### config.mk
export PLATFORM = sky130hd
export DESIGN_NAME = fifo_stream_reader_flat
export DESIGN_NICKNAME = d
export VERILOG_FILES = /design/src/rtl/fifo_pkg.sv /design/src/rtl/fifo_stream_reader_if.sv /design/src/rtl/stream_buf2.sv /design/src/rtl/fifo_stream_reader.sv /design/src/flat_wrapper.sv
export SDC_FILE = /design/constraint.sdc
export NUM_CORES = 1
export LEC_CHECK = 0
export BUFFER_PORTS_ARGS = -buffer_cell sky130_fd_sc_hd__buf_2
export CELL_PAD_IN_SITES_DETAIL_PLACEMENT = 1
export CELL_PAD_IN_SITES_GLOBAL_PLACEMENT = 2
export CORE_UTILIZATION = 37
export CTS_CLUSTER_DIAMETER = 120
export DETAILED_ROUTE_END_ITERATION = 10
export PLACE_DENSITY_LB_ADDON = 0.1
export SETUP_SLACK_MARGIN = 0.4
export SLEW_MARGIN = 20
export SYNTH_ARGS = -nofsm -noshare
export SYNTH_HDL_FRONTEND = slang
export SYNTH_SLANG_ARGS = --single-unit
export TNS_END_PERCENT = 1
### constraint.sdc
create_clock -name clk -period 2.6 [get_ports clk]
set_input_delay 0.13 -clock clk [delete_from_list [all_inputs] [get_ports clk]]
set_output_delay 0.13 -clock clk [all_outputs]
set_load 0.05 [all_outputs]
### src/rtl/fifo_pkg.sv
// Shared constants for the FIFO read-side stream adapter and its output buffer.
package fifo_pkg;

    localparam int unsigned FIFO_RD_LATENCY = 1;
    localparam int unsigned RD_BUF_DEPTH    = 2;
    localparam int unsigned CNT_W           = $clog2(RD_BUF_DEPTH + 1);

    typedef logic [CNT_W-1:0] cnt_t;

endpackage

### src/rtl/fifo_stream_reader_if.sv
// FIFO read port plus valid/ready output stream seen by fifo_stream_reader.
interface fifo_stream_reader_if #(
    parameter int unsigned DATA_WIDTH = 8
);
    import fifo_pkg::*;

    logic                  fifo_empty;
    logic [DATA_WIDTH-1:0] fifo_dout;
    logic                  fifo_rd_en;
    logic                  m_valid;
    logic                  m_ready;
    logic [DATA_WIDTH-1:0] m_data;
    cnt_t                  level;

    modport master (
        input  fifo_empty, fifo_dout, m_ready,
        output fifo_rd_en, m_valid, m_data, level
    );

    modport slave (
        output fifo_empty, fifo_dout, m_ready,
        input  fifo_rd_en, m_valid, m_data, level
    );

endinterface

### src/rtl/stream_buf2.sv
// Two-entry in-order buffer; a pop shifts out the head before a push appends.
module stream_buf2
    import fifo_pkg::*;
#(
    parameter int unsigned DATA_WIDTH = 8
) (
    input  logic                  clk,
    input  logic                  rst_n,
    input  logic                  push,
    input  logic [DATA_WIDTH-1:0] push_data,
    input  logic                  pop,
    output logic [DATA_WIDTH-1:0] head,
    output cnt_t                  count
);

    logic [DATA_WIDTH-1:0] slot_q [2];
    logic [DATA_WIDTH-1:0] slot_d [2];
    cnt_t                  count_q, count_d;
    cnt_t                  fill;

    always_comb begin
        slot_d  = slot_q;
        fill    = count_q - {{(CNT_W-1){1'b0}}, pop};
        if (pop) begin
            slot_d[0] = slot_q[1];
        end
        // Append lands in the first slot left free after the pop.
        if (push) begin
            if (fill == '0) begin
                slot_d[0] = push_data;
            end else begin
                slot_d[1] = push_data;
            end
        end
        count_d = fill + {{(CNT_W-1){1'b0}}, push};
    end

    always_ff @(posedge clk or negedge rst_n) begin
        if (!rst_n) begin
            slot_q[0] <= '0;
            slot_q[1] <= '0;
            count_q   <= '0;
        end else begin
            slot_q[0] <= slot_d[0];
            slot_q[1] <= slot_d[1];
            count_q   <= count_d;
        end
    end

    assign head  = slot_q[0];
    assign count = count_q;

endmodule

### src/rtl/fifo_stream_reader.sv
// Drains a 1-cycle-latency FIFO into a valid/ready stream without bubbles.
module fifo_stream_reader
    import fifo_pkg::*;
#(
    parameter int unsigned DATA_WIDTH = 8
) (
    input  logic                 clk,
    input  logic                 rst_n,
    fifo_stream_reader_if.master bus
);

    logic                  inflight_q, inflight_d;
    logic                  pop;
    logic                  rd_en;
    cnt_t                  count;
    logic [DATA_WIDTH-1:0] head;
    logic [CNT_W:0]        occ_now;
    logic [CNT_W:0]        occ_next;

    // Reads are only issued when a capture slot is guaranteed; m_ready feeds rd_en directly.
    always_comb begin
        pop        = (count != '0) && bus.m_ready;
        occ_now    = {1'b0, count} + {{CNT_W{1'b0}}, inflight_q};
        occ_next   = occ_now - {{CNT_W{1'b0}}, pop};
        rd_en      = rst_n && !bus.fifo_empty && (occ_next < (CNT_W+1)'(RD_BUF_DEPTH));
        inflight_d = rd_en;
    end

    always_ff @(posedge clk or negedge rst_n) begin
        if (!rst_n) begin
            inflight_q <= 1'b0;
        end else begin
            inflight_q <= inflight_d;
        end
    end

    stream_buf2 #(
        .DATA_WIDTH (DATA_WIDTH)
    ) u_buf (
        .clk       (clk),
        .rst_n     (rst_n),
        .push      (inflight_q),
        .push_data (bus.fifo_dout),
        .pop       (pop),
        .head      (head),
        .count     (count)
    );

    always_comb begin
        bus.fifo_rd_en = rd_en;
        bus.m_valid    = (count != '0);
        bus.m_data     = head;
        bus.level      = count;
    end

    occupancy_bound_a: assert property (@(posedge clk) disable iff (!rst_n)
        occ_now <= (CNT_W+1)'(RD_BUF_DEPTH));

    no_capture_into_full_a: assert property (@(posedge clk) disable iff (!rst_n)
        !(inflight_q && !pop && (count == CNT_W'(RD_BUF_DEPTH))));

endmodule

### src/flat_wrapper.sv
// flat-port wrapper written by rule: the top's interface ports become plain ports
module fifo_stream_reader_flat import fifo_pkg::*;
#(
    parameter int unsigned DATA_WIDTH = 8
)
  (clk, rst_n, bus_fifo_empty, bus_fifo_dout, bus_m_ready, bus_fifo_rd_en, bus_m_valid, bus_m_data, bus_level);
  fifo_stream_reader_if #(.DATA_WIDTH(DATA_WIDTH)) bus_i ();
  input  logic clk;
  input  logic rst_n;
  input wire logic [$bits(bus_i.fifo_empty)-1:0] bus_fifo_empty;
  input wire logic [$bits(bus_i.fifo_dout)-1:0] bus_fifo_dout;
  input wire logic [$bits(bus_i.m_ready)-1:0] bus_m_ready;
  output wire logic [$bits(bus_i.fifo_rd_en)-1:0] bus_fifo_rd_en;
  output wire logic [$bits(bus_i.m_valid)-1:0] bus_m_valid;
  output wire logic [$bits(bus_i.m_data)-1:0] bus_m_data;
  output wire logic [$bits(bus_i.level)-1:0] bus_level;
  assign bus_i.fifo_empty = bus_fifo_empty;
  assign bus_i.fifo_dout = bus_fifo_dout;
  assign bus_i.m_ready = bus_m_ready;
  assign bus_fifo_rd_en = bus_i.fifo_rd_en;
  assign bus_m_valid = bus_i.m_valid;
  assign bus_m_data = bus_i.m_data;
  assign bus_level = bus_i.level;
  fifo_stream_reader #(.DATA_WIDTH(DATA_WIDTH)) u_core (.clk(clk), .rst_n(rst_n), .bus(bus_i));
endmodule
# Word-level counts from Yosys, hierarchy flattened
# Index checks and enable logic that the tools add are counted.
# Widths: inputs -> output; s select.
# totals
register_bits,19
in_bits,12
output_inout_bits,12
wordCells,21
# classes
addsub,4
magnitude_cmp,1
muxes,4
bitwise,1
reduce_logical,7
# op_table
cell,n
$mux 8,3
$mux 16,1
$add 2x1->3,1
$logic_and 1x1->1,3
$lt 3x2->1 const B,1
$sub 3x1->3,1
$add 2x1->2,1
$logic_not 2->1,1
$reduce_and 2->1,1
$reduce_bool 2->1,1
$sub 2x1->2,1
$logic_not 1->1,1
$not 1->1,1

# Longest topological paths before layout
# Gate-level depths: netlist (run 1).
# depth
depth_word,6
ltp_mapped,6

# Cells and area by module
# A second synthesis (run 1) with hierarchy kept.
# hier_totals
hier_cells,78
area_unflattened_um2,944.7
# modules_own_cells
mod,n_inst,cells_each,area_per_inst_um2
stream_buf2,1,68,840.8
fifo_stream_reader,1,10,103.8

# Worst setup path before layout (run 1)
# No wires, ideal clock.
# synth_timing
kind,flip-flop to flip-flop
startpoint,"register u_core.u_buf.count_q[1], in the netlist u_core.u_buf.count[1]"
endpoint,register u_core.inflight_q
t_arrival_ns,2.906
required_ns,2.355
setup_slack_ns,-0.551
path_stages_with_launch,7
synth_period_minus_slack_ns,3.151
cell_sequence,dfrtp_1 -> buf_6 -> o21ai_2 -> nor2_1 -> fa_1 -> xor2_1 -> nor3_1
# synth_between
elab_chain_len,5
word_cells_on_any_way,6
classes_between,2 x add/sub; 1 x order compare; 3 x reduce/logical
# synth_rtl
item,line_no,source
from (decl),stream_buf2.sv:18,"cnt_t count_q, count_d;"
from (signal assigned),stream_buf2.sv:46,count_q <= count_d;
"parallel branches: the longest is 2 deep, another holds $add 2x1->3",n/a,
$sub 3x1->3 (*),fifo_stream_reader.sv:24,"occ_next = occ_now - {{CNT_W{1'b0}}, pop};"
$lt 3x2->1 (*),fifo_stream_reader.sv:25,rd_en = rst_n && !bus.fifo_empty && (occ_next < (CNT_W+1)'(RD_BUF_DEPTH));
$logic_and 1x1->1 (*),fifo_stream_reader.sv:25,
via bus_fifo_rd_en,flat_wrapper.sv:13,output wire logic [$bits(bus_i.fifo_rd_en)-1:0] bus_fifo_rd_en;
to (signal assigned),fifo_stream_reader.sv:33,inflight_q <= inflight_d;
to (decl),fifo_stream_reader.sv:12,"logic inflight_q, inflight_d;"
# Mark *: on every way through the listed nets, which the timed path passes.
# A chain may end at the register's enable or synchronous reset.

# Final worst setup path (run 1)
# layout_timing
startpoint,"register u_core.u_buf.count_q[0], in the netlist u_core.u_buf.count[0]"
endpoint,output bus_fifo_rd_en
# layout_between
elab_chain_len,5
word_cells_on_any_way,6
classes_between,2 x add/sub; 1 x order compare; 3 x reduce/logical
# layout_rtl
item,line_no
"parallel branches: the longest is 2 deep, another holds $add 2x1->3",n/a
$sub 3x1->3 (*),fifo_stream_reader.sv:24
$lt 3x2->1 (*),fifo_stream_reader.sv:25
$logic_and 1x1->1 (*),fifo_stream_reader.sv:25
to (decl),flat_wrapper.sv:13
# Mark *: on every way between the ends.

==> run_summary.xml, run 1 <==
<?xml version="1.0" encoding="UTF-8"?>
<metrics>
  <group name="timing">
    <metric name="worst-slew-pin-transition" unit="ns">0.542</metric>
    <metric name="finalCritPeriodShare" unit="%">79.6</metric>
    <metric name="max_fclk" unit="MHz">483</metric>
    <metric name="layout_min_cycle_time" unit="ns">2.07</metric>
    <metric name="slew_violations" unit="">0</metric>
    <metric name="report.final.hold_viol_count" unit="">0</metric>
    <metric name="worst_hold_margin" unit="ns">0.0716</metric>
    <metric name="timing.clock.skew" unit="ns">0.00374</metric>
    <metric name="setup-violations-final" unit="">0</metric>
    <metric name="slew_headroom" unit="%">63.8</metric>
    <metric name="rsz0062_at_grt" unit="">false</metric>
    <metric name="setup_total_negative_slack" unit="ns">0</metric>
    <metric name="fin_ws" unit="ns">0.531</metric>
  </group>
  <group name="yosys">
    <metric name="syn_avg_cell_area" unit="sq um">13.8</metric>
    <metric name="yosysSeqAreaShare" unit="%">49.2</metric>
    <metric name="ys_ff_latch" unit="">19</metric>
    <metric name="synth_top_family_by_area" unit="">multiplexers</metric>
    <metric name="multiplexer_fraction_of_the_synthesized_cell_area" unit="%">28.0</metric>
    <metric name="synth_cell_type_count" unit="">19</metric>
    <metric name="post_synth_instance_area" unit="sq um">966</metric>
    <metric name="yosysWarnings" unit="">0</metric>
    <metric name="synth.net_count" unit="">84</metric>
    <metric name="yosys.area_share.adder" unit="%">3.37</metric>
    <metric name="synth-compound-area-share" unit="%">2.33</metric>
    <metric name="synthCells" unit="">70</metric>
    <metric name="synth_xor_area_share" unit="%">2.72</metric>
    <metric name="yosys.area_share.simple" unit="%">6.61</metric>
  </group>
  <group name="drt">
    <metric name="ant_nets" unit="">0</metric>
    <metric name="detailedRoute.firstPassIterationCount" unit="">1</metric>
    <metric name="vias_per_cell" unit="">4.76</metric>
    <metric name="wire_per_inst" unit="um">14.0</metric>
    <metric name="wirelength" unit="um">1760</metric>
    <metric name="initialDrtViolationCount" unit="">0</metric>
    <metric name="dr_total_vias" unit="">600</metric>
    <metric name="drc" unit="">0</metric>
  </group>
  <group name="status">
    <metric name="status" unit="">finished, final reports clean</metric>
  </group>
  <group name="setup_path">
    <metric name="worst-r2r-setup-slack" unit="ns">0.94</metric>
    <metric name="ff2ff_path_depth" unit="">3</metric>
    <metric name="timing.critical_path.required" unit="ns">2.47</metric>
    <metric name="arrival" unit="ns">1.94</metric>
    <metric name="critical_path.endpoint_type" unit="">primary output</metric>
    <metric name="timing.critical_path.from" unit="">u_core.u_buf.count[0]$_DFF_PN0_</metric>
    <metric name="timing.critical_path.from_type" unit="">register</metric>
    <metric name="critical_path_peak_fanout" unit="">7</metric>
    <metric name="reg2reg_from" unit="">u_core.u_buf.count[0]$_DFF_PN0_</metric>
    <metric name="path_class" unit="">register to primary output</metric>
  </group>
  <group name="clocking">
    <metric name="worst_skew_pair.late_latency" unit="ns">0.29</metric>
    <metric name="htree_levels" unit="">1</metric>
    <metric name="path_clk_slew" unit="ns">0.11</metric>
    <metric name="cts_root_buffer" unit="">sky130_fd_sc_hd__clkbuf_4</metric>
    <metric name="clock_tree.buffer_depth" unit="">2</metric>
    <metric name="cts_made_buffers" unit="">3</metric>
    <metric name="tritoncts" unit="">yes</metric>
    <metric name="cts.sinks" unit="">19</metric>
  </group>
  <group name="worst_hold_path">
    <metric name="holdCritStartpoint" unit="">bus_fifo_dout[3]</metric>
    <metric name="hold-path-cell-count" unit="">2</metric>
    <metric name="tightest_hold_check_type" unit="">input pin to register</metric>
  </group>
  <group name="global_routing">
    <metric name="overflow" unit="">0</metric>
    <metric name="number_of_global_route_vias_before_repair" unit="">598</metric>
    <metric name="maximum_number_of_pins_on_one_net_before_global_route_repair" unit="">21</metric>
    <metric name="antenna_violations_before_repair" unit="">0</metric>
    <metric name="grt_pass1_wl" unit="um">2830</metric>
    <metric name="groute.usage.overall" unit="%">15.0</metric>
  </group>
  <group name="placed_design">
    <metric name="detailedPlace.worstSlack" unit="ns">0.722</metric>
    <metric name="place_hpwl" unit="um">1220</metric>
    <metric name="port_buffers" unit="">23</metric>
    <metric name="gp_congestion" unit="">0.615</metric>
  </group>
  <group name="power_and_ir_drop">
    <metric name="power_leakage" unit="nW">0.568</metric>
    <metric name="power_density" unit="mW/mm^2">1310</metric>
    <metric name="power.total" unit="mW">1.55</metric>
    <metric name="peakVddDrop" unit="V">0.000621</metric>
  </group>
  <group name="layout">
    <metric name="final_nets" unit="">111</metric>
    <metric name="fin_util" unit="%">47.7</metric>
    <metric name="diodes" unit="">0</metric>
    <metric name="final_cell_mix" unit="">sky130_fd_sc_hd__mux2_2 (24), sky130_fd_sc_hd__buf_2 (22), sky130_fd_sc_hd__dfrtp_1 (16), sky130_fd_sc_hd__buf_4 (6)</metric>
    <metric name="final_common_cell" unit="">sky130_fd_sc_hd__mux2_2</metric>
    <metric name="drive_above_1_share" unit="%">71.9</metric>
    <metric name="area.growth.synth_to_final" unit="%">22.3</metric>
  </group>
  <group name="floorplanning">
    <metric name="die_area" unit="sq mm">0.00282</metric>
    <metric name="die_height" unit="um">53.1</metric>
    <metric name="coreArea" unit="sq mm">0.00248</metric>
    <metric name="chipWidth" unit="um">53.1</metric>
    <metric name="std_cell_rows" unit="">18</metric>
    <metric name="start_util" unit="%">39.0</metric>
    <metric name="io-pin-count" unit="">24</metric>
  </group>
  <group name="job">
    <metric name="drv_cap" unit="">0</metric>
  </group>
</metrics>
[metrics by stage]
step / instances / area (sq um)
finish: 126 / 1180
global route: 126 / 1180
CTS: 121 / 1140
detailed placement: 115 / 1090
global placement: 115 / 1090
floorplan: 70 / 1000
[registers in the layout (all words and copies together) (netlist names)]
register,cells
u_core.inflight_q,1
u_core.u_buf.count,2
u_core.u_buf.head,8
u_core.u_buf.slot_q,8
[critical path: stages (launching register included)]
cell                      delay (ns)
sky130_fd_sc_hd__dfrtp_2        0.47
sky130_fd_sc_hd__o21ai_4        0.18
sky130_fd_sc_hd__nor2_2         0.05
sky130_fd_sc_hd__fa_2           0.51
sky130_fd_sc_hd__nand2_1        0.08
sky130_fd_sc_hd__nor3_4         0.17
sky130_fd_sc_hd__buf_6          0.18
[cells by family after synthesis]
logic type,Yosys count
AO/OA/AOI/OAI,3
XOR/XNOR,3
adder cells (fa/ha/maj),2
buffers and inverters,10
flip-flops,19
multiplexers,24
AND/OR/NAND/NOR,9
[where the power goes]
group | internal, mW | switching (mW) | leakage [nW]
clock network | 0.0573 | 0.0905 | 0.0177
registers | 0.436 | 0.0774 | 0.233
logic | 0.365 | 0.520 | 0.317
[cell type report]
type | instances | area [sq um]
Multi-Input combinational cell | 41 | 447
Timing Repair Buffer | 31 | 186
Clock inverter | 1 | 5.00
Tap cell | 30 | 37.5
Clock buffer | 3 | 22.5
Fill cell | 278 | 1300
Sequential cell | 19 | 479
Inverter | 1 | 3.75
[path summary, 6_finish.rpt]
kind / end
max: bus_fifo_rd_en
min: u_core.u_buf.head[3]$_DFF_PN0_
max reg2reg: u_core.u_buf.head[1]$_DFF_PN0_
min reg2reg: u_core.u_buf.slot_q[1]$_DFFE_PN0P_
max in group asynchronous: u_core.u_buf.count[1]$_DFF_PN0_
min in group asynchronous: u_core.u_buf.slot_q[1]$_DFFE_PN0P_
[routing by layer]
metal  wire [um]  part of all wire [%]  up-vias  GRT usage, %
met5           0                     0        -             0
met4          10                  0.57        0          6.58
met3          67                   3.8        2          3.45
met2         868                    49       15          25.3
met1         816                    46      297          18.0
li1            -                     -      286             -
[Yosys cell counts]
| cell | instances | area share, % |
|---|---|---|
| sky130_fd_sc_hd__nand2_1 | 2 | 0.78 |
| sky130_fd_sc_hd__xor2_1 | 2 | 1.8 |
| sky130_fd_sc_hd__nand3b_1 | 1 | 0.78 |
| sky130_fd_sc_hd__buf_4 | 8 | 6.2 |
| sky130_fd_sc_hd__ha_1 | 1 | 1.3 |
| sky130_fd_sc_hd__nand2b_1 | 1 | 0.65 |
| sky130_fd_sc_hd__nor2_1 | 1 | 0.39 |
| sky130_fd_sc_hd__inv_1 | 1 | 0.39 |
| sky130_fd_sc_hd__o21ai_0 | 1 | 0.52 |
| sky130_fd_sc_hd__mux2_2 | 24 | 28 |
| sky130_fd_sc_hd__or2_2 | 1 | 0.65 |
| sky130_fd_sc_hd__nor3_1 | 1 | 0.52 |
| sky130_fd_sc_hd__fa_1 | 1 | 2.1 |
| sky130_fd_sc_hd__nor3b_4 | 1 | 1.9 |
| sky130_fd_sc_hd__dfrtp_1 | 19 | 49 |
| sky130_fd_sc_hd__nor2b_2 | 1 | 0.91 |
| sky130_fd_sc_hd__buf_6 | 1 | 1.2 |
| sky130_fd_sc_hd__xnor2_1 | 1 | 0.91 |
| sky130_fd_sc_hd__o21ai_2 | 2 | 1.8 |
[timing repair]
item,4_1_cts,5_1_grt
endpoints found under the setup margin,1,1
endpoints found under the hold margin,20,0
resized for setup,1,2
hold buffers,2,0
setup buffers,0,5
Note: power is estimated with default switching activity, not from simulation.
==> run 2, diff against run 1 <==
--- a/config.mk
+++ b/config.mk
@@ -5,10 +5,11 @@
 export SDC_FILE = /design/constraint.sdc
 export NUM_CORES = 1
 export LEC_CHECK = 0
+export ABC_AREA = 1
 export BUFFER_PORTS_ARGS = -buffer_cell sky130_fd_sc_hd__buf_2
 export CELL_PAD_IN_SITES_DETAIL_PLACEMENT = 1
 export CELL_PAD_IN_SITES_GLOBAL_PLACEMENT = 2
-export CORE_UTILIZATION = 37
+export CORE_UTILIZATION = 30
 export CTS_CLUSTER_DIAMETER = 120
 export DETAILED_ROUTE_END_ITERATION = 10
 export PLACE_DENSITY_LB_ADDON = 0.1
==> constraint.sdc (replaced) <==
create_clock -name clk -period 2.05 [get_ports clk]
set_input_delay 0.1025 -clock clk [delete_from_list [all_inputs] [get_ports clk]]
set_output_delay 0.1025 -clock clk [all_outputs]
set_load 0.05 [all_outputs]
==> run_summary.xml, run 2 <==
<?xml version="1.0" encoding="UTF-8"?>
<metrics>
  <group name="placed_design">
    <metric name="port_buffers" unit="">23</metric>
    <metric name="gp_congestion" unit="">0.827</metric>
    <metric name="place_hpwl" unit="um">2010</metric>
    <metric name="dpl-instance-area" unit="sq mm">0.00123</metric>
  </group>
  <group name="floorplanning">
    <metric name="start_util" unit="%">31.7</metric>
    <metric name="std_cell_rows" unit="">21</metric>
    <metric name="die_height" unit="um">61.9</metric>
    <metric name="die_area" unit="sq mm">0.00383</metric>
    <metric name="chipWidth" unit="um">61.9</metric>
    <metric name="io-pin-count" unit="">24</metric>
    <metric name="coreArea" unit="sq mm">0.00339</metric>
  </group>
  <group name="drt">
    <metric name="vias_per_cell" unit="">4.47</metric>
    <metric name="drc" unit="">0</metric>
    <metric name="wire_per_inst" unit="um">13.4</metric>
    <metric name="initialDrtViolationCount" unit="">42</metric>
    <metric name="dr_total_vias" unit="">947</metric>
    <metric name="ant_nets" unit="">0</metric>
    <metric name="detailedRoute.firstPassIterationCount" unit="">4</metric>
    <metric name="wirelength" unit="um">2840</metric>
  </group>
  <group name="setup_path">
    <metric name="timing.critical_path.from" unit="">u_core.u_buf.count[1]$_DFF_PN0_</metric>
    <metric name="timing.critical_path.required" unit="ns">1.95</metric>
    <metric name="critical_path.endpoint_type" unit="">primary output</metric>
    <metric name="rr_endpoint" unit="">u_core.inflight_q$_DFF_PN0_</metric>
    <metric name="ff2ff_path_depth" unit="">7</metric>
    <metric name="worst-r2r-setup-slack" unit="ns">0.43</metric>
    <metric name="timing.critical_path.to" unit="">bus_fifo_rd_en</metric>
    <metric name="timing.critical_path.from_type" unit="">register</metric>
    <metric name="arrival" unit="ns">2.05</metric>
    <metric name="path_class" unit="">register to primary output</metric>
    <metric name="reg2reg_from" unit="">u_core.u_buf.count[1]$_DFF_PN0_</metric>
    <metric name="critical_path_peak_fanout" unit="">3</metric>
  </group>
  <group name="timing">
    <metric name="rsz0062_at_grt" unit="">true</metric>
    <metric name="timing.clock.skew" unit="ns">0.0187</metric>
    <metric name="setup-violations-final" unit="">1</metric>
    <metric name="worst_hold_margin" unit="ns">-0.0616</metric>
    <metric name="slew_headroom" unit="%">82.5</metric>
    <metric name="worst-slew-pin-transition" unit="ns">0.263</metric>
    <metric name="finalCritPeriodShare" unit="%">105</metric>
    <metric name="slew_violations" unit="">0</metric>
    <metric name="fin_ws" unit="ns">-0.101</metric>
    <metric name="max_fclk" unit="MHz">465</metric>
    <metric name="report.final.hold_viol_count" unit="">1</metric>
    <metric name="layout_min_cycle_time" unit="ns">2.15</metric>
  </group>
  <group name="clocking">
    <metric name="tritoncts" unit="">yes</metric>
    <metric name="htree_levels" unit="">1</metric>
    <metric name="path_clk_slew" unit="ns">0.14</metric>
    <metric name="worst_skew_pair.late_latency" unit="ns">0.33</metric>
    <metric name="cts_root_buffer" unit="">sky130_fd_sc_hd__clkbuf_4</metric>
    <metric name="cts.sinks" unit="">19</metric>
    <metric name="cts_made_buffers" unit="">3</metric>
    <metric name="clock_tree.buffer_depth" unit="">2</metric>
  </group>
  <group name="global_routing">
    <metric name="maximum_number_of_pins_on_one_net_before_global_route_repair" unit="">20</metric>
    <metric name="grt_pass1_wl" unit="um">4700</metric>
    <metric name="groute.usage.overall" unit="%">17.2</metric>
    <metric name="number_of_global_route_vias_before_repair" unit="">946</metric>
    <metric name="overflow" unit="">0</metric>
    <metric name="antenna_violations_before_repair" unit="">0</metric>
  </group>
  <group name="power_and_ir_drop">
    <metric name="power_leakage" unit="nW">0.767</metric>
    <metric name="power_density" unit="mW/mm^2">1840</metric>
    <metric name="peakVddDrop" unit="V">0.000803</metric>
  </group>
  <group name="yosys">
    <metric name="synthDominantCellAreaShare" unit="%">44.2</metric>
    <metric name="synth-edff-count" unit="">0</metric>
    <metric name="ys_top_cells_by_area" unit="">sky130_fd_sc_hd__dfrtp_1 (44%), sky130_fd_sc_hd__nand2_1 (16%), sky130_fd_sc_hd__nand3_1 (12%)</metric>
    <metric name="ys_ff_latch" unit="">19</metric>
    <metric name="synth.net_count" unit="">149</metric>
    <metric name="yosysWarnings" unit="">0</metric>
    <metric name="yosysSeqAreaShare" unit="%">44.2</metric>
    <metric name="async_reset_ff_share" unit="%">100</metric>
    <metric name="synth_cell_type_count" unit="">18</metric>
    <metric name="synthCells" unit="">135</metric>
    <metric name="most_common_cell_in_the_synthesized_netlist" unit="">sky130_fd_sc_hd__nand2_1</metric>
    <metric name="post_synth_instance_area" unit="sq mm">0.00107</metric>
    <metric name="synth.top_cells.by_count" unit="">sky130_fd_sc_hd__nand2_1 (45), sky130_fd_sc_hd__nand3_1 (25), sky130_fd_sc_hd__dfrtp_1 (19), sky130_fd_sc_hd__inv_1 (19), sky130_fd_sc_hd__buf_4 (10)</metric>
    <metric name="synth_top_flop_cell" unit="">sky130_fd_sc_hd__dfrtp_1</metric>
    <metric name="syn_avg_cell_area" unit="sq um">7.96</metric>
    <metric name="synth_top_area_cell" unit="">sky130_fd_sc_hd__dfrtp_1</metric>
  </group>
  <group name="status">
    <metric name="status" unit="">finished, violations left</metric>
    <metric name="violations" unit="">negative hold slack, negative setup slack</metric>
  </group>
  <group name="layout">
    <metric name="final_common_cell" unit="">sky130_fd_sc_hd__nand2_1</metric>
    <metric name="final_design_area_no_fill" unit="sq mm">0.00135</metric>
    <metric name="fin_util" unit="%">39.9</metric>
    <metric name="final_nets" unit="">181</metric>
    <metric name="final_cell_mix" unit="">sky130_fd_sc_hd__nand2_1 (44), sky130_fd_sc_hd__nand3_1 (24), sky130_fd_sc_hd__buf_2 (22), sky130_fd_sc_hd__inv_1 (18), sky130_fd_sc_hd__dfrtp_1 (17)</metric>
    <metric name="drive_above_1_share" unit="%">30.7</metric>
    <metric name="diodes" unit="">0</metric>
    <metric name="area.growth.synth_to_final" unit="%">26.0</metric>
  </group>
  <group name="job">
    <metric name="drv_cap" unit="">0</metric>
  </group>
  <group name="worst_hold_path">
    <metric name="hold-path-cell-count" unit="">2</metric>
    <metric name="tightest_hold_check_type" unit="">input pin to register</metric>
  </group>
</metrics>
-- run 2: cell type report --
cell class / count / area, sq um
clock buffer: 3 / 22.5
clock inverter: 1 / 5.00
fill: 425 / 2040
inverter: 22 / 85.1
multi-input combinational: 83 / 454
sequential: 19 / 478
tap: 46 / 57.6
timing repair buffer: 38 / 251
-- run 2: power breakdown --
part	total, mW	internal (mW)	leakage, nW	switching, mW
sequential	0.673	0.565	0.232	0.107
combinational	1.60	0.469	0.517	1.13
clock	0.213	0.0731	0.0177	0.139
total	2.48	1.11	0.767	1.38
-- run 2: logic make-up after synthesis --
family	share of synthesized area, %
AO/OA/AOI/OAI	1.63
XOR/XNOR	1.63
adder cells (fa/ha/maj)	3.03
buffers and inverters	15.9
flip-flops	44.2
AND/OR/NAND/NOR	33.5
-- run 2: worst min-delay path by stage --
stage,endpoint,startpoint,slack [ns]
finish,u_core.inflight_q$_DFF_PN0_,bus_fifo_empty,-0.06
global route,u_core.inflight_q$_DFF_PN0_,bus_fifo_empty,-0.08
CTS,u_core.inflight_q$_DFF_PN0_,bus_fifo_empty,-0.06
detailed placement,u_core.u_buf.head[5]$_DFF_PN0_,rst_n,0.15
global placement,u_core.u_buf.head[5]$_DFF_PN0_,rst_n,0.16
floorplan,u_core.inflight_q$_DFF_PN0_,rst_n,-0.19
-- run 2: worst max-delay path, cell delays in order, from the launching register on --
cell,delay [ns]
sky130_fd_sc_hd__dfrtp_2,0.44
sky130_fd_sc_hd__o21ai_4,0.19
sky130_fd_sc_hd__inv_2,0.05
sky130_fd_sc_hd__nand2_1,0.07
sky130_fd_sc_hd__nand3_2,0.07
sky130_fd_sc_hd__fa_1,0.50
sky130_fd_sc_hd__nand2_2,0.07
sky130_fd_sc_hd__nor3_4,0.18
sky130_fd_sc_hd__buf_6,0.18
-- run 2: routing by layer --
metal	up-vias	wire length, um	GRT usage [%]
met4	0	31	6.67
met2	15	1370	26.6
li1	465	-	-
met1	463	1360	24.2
met5	-	0	0
met3	4	77	2.69
-- run 2: what timing repair did --
action                                 4_1_cts  5_1_grt
setup buffers                                1        0
cloned                                       0        0
pin swaps                                    2        0
gates resized for setup                      3        2
endpoints found under the hold margin       23        4
hold buffers                                 4        3
setup endpoints to repair                    2        2
-- run 2: stage by stage --
stage	instances	setup WS, ns	setup TNS, ns	hold slack [ns]	power, mW
after global routing	212	-0.237	-0.237	-0.0840	2.72
after floorplan	135	-0.111	-0.147	-0.193	1.96
final	212	-0.101	-0.101	-0.0616	2.48
after global placement	200	0.175	0	0.160	2.22
after CTS	209	-0.152	-0.152	-0.0566	2.50
after detailed placement	200	0.0858	0	0.152	2.26
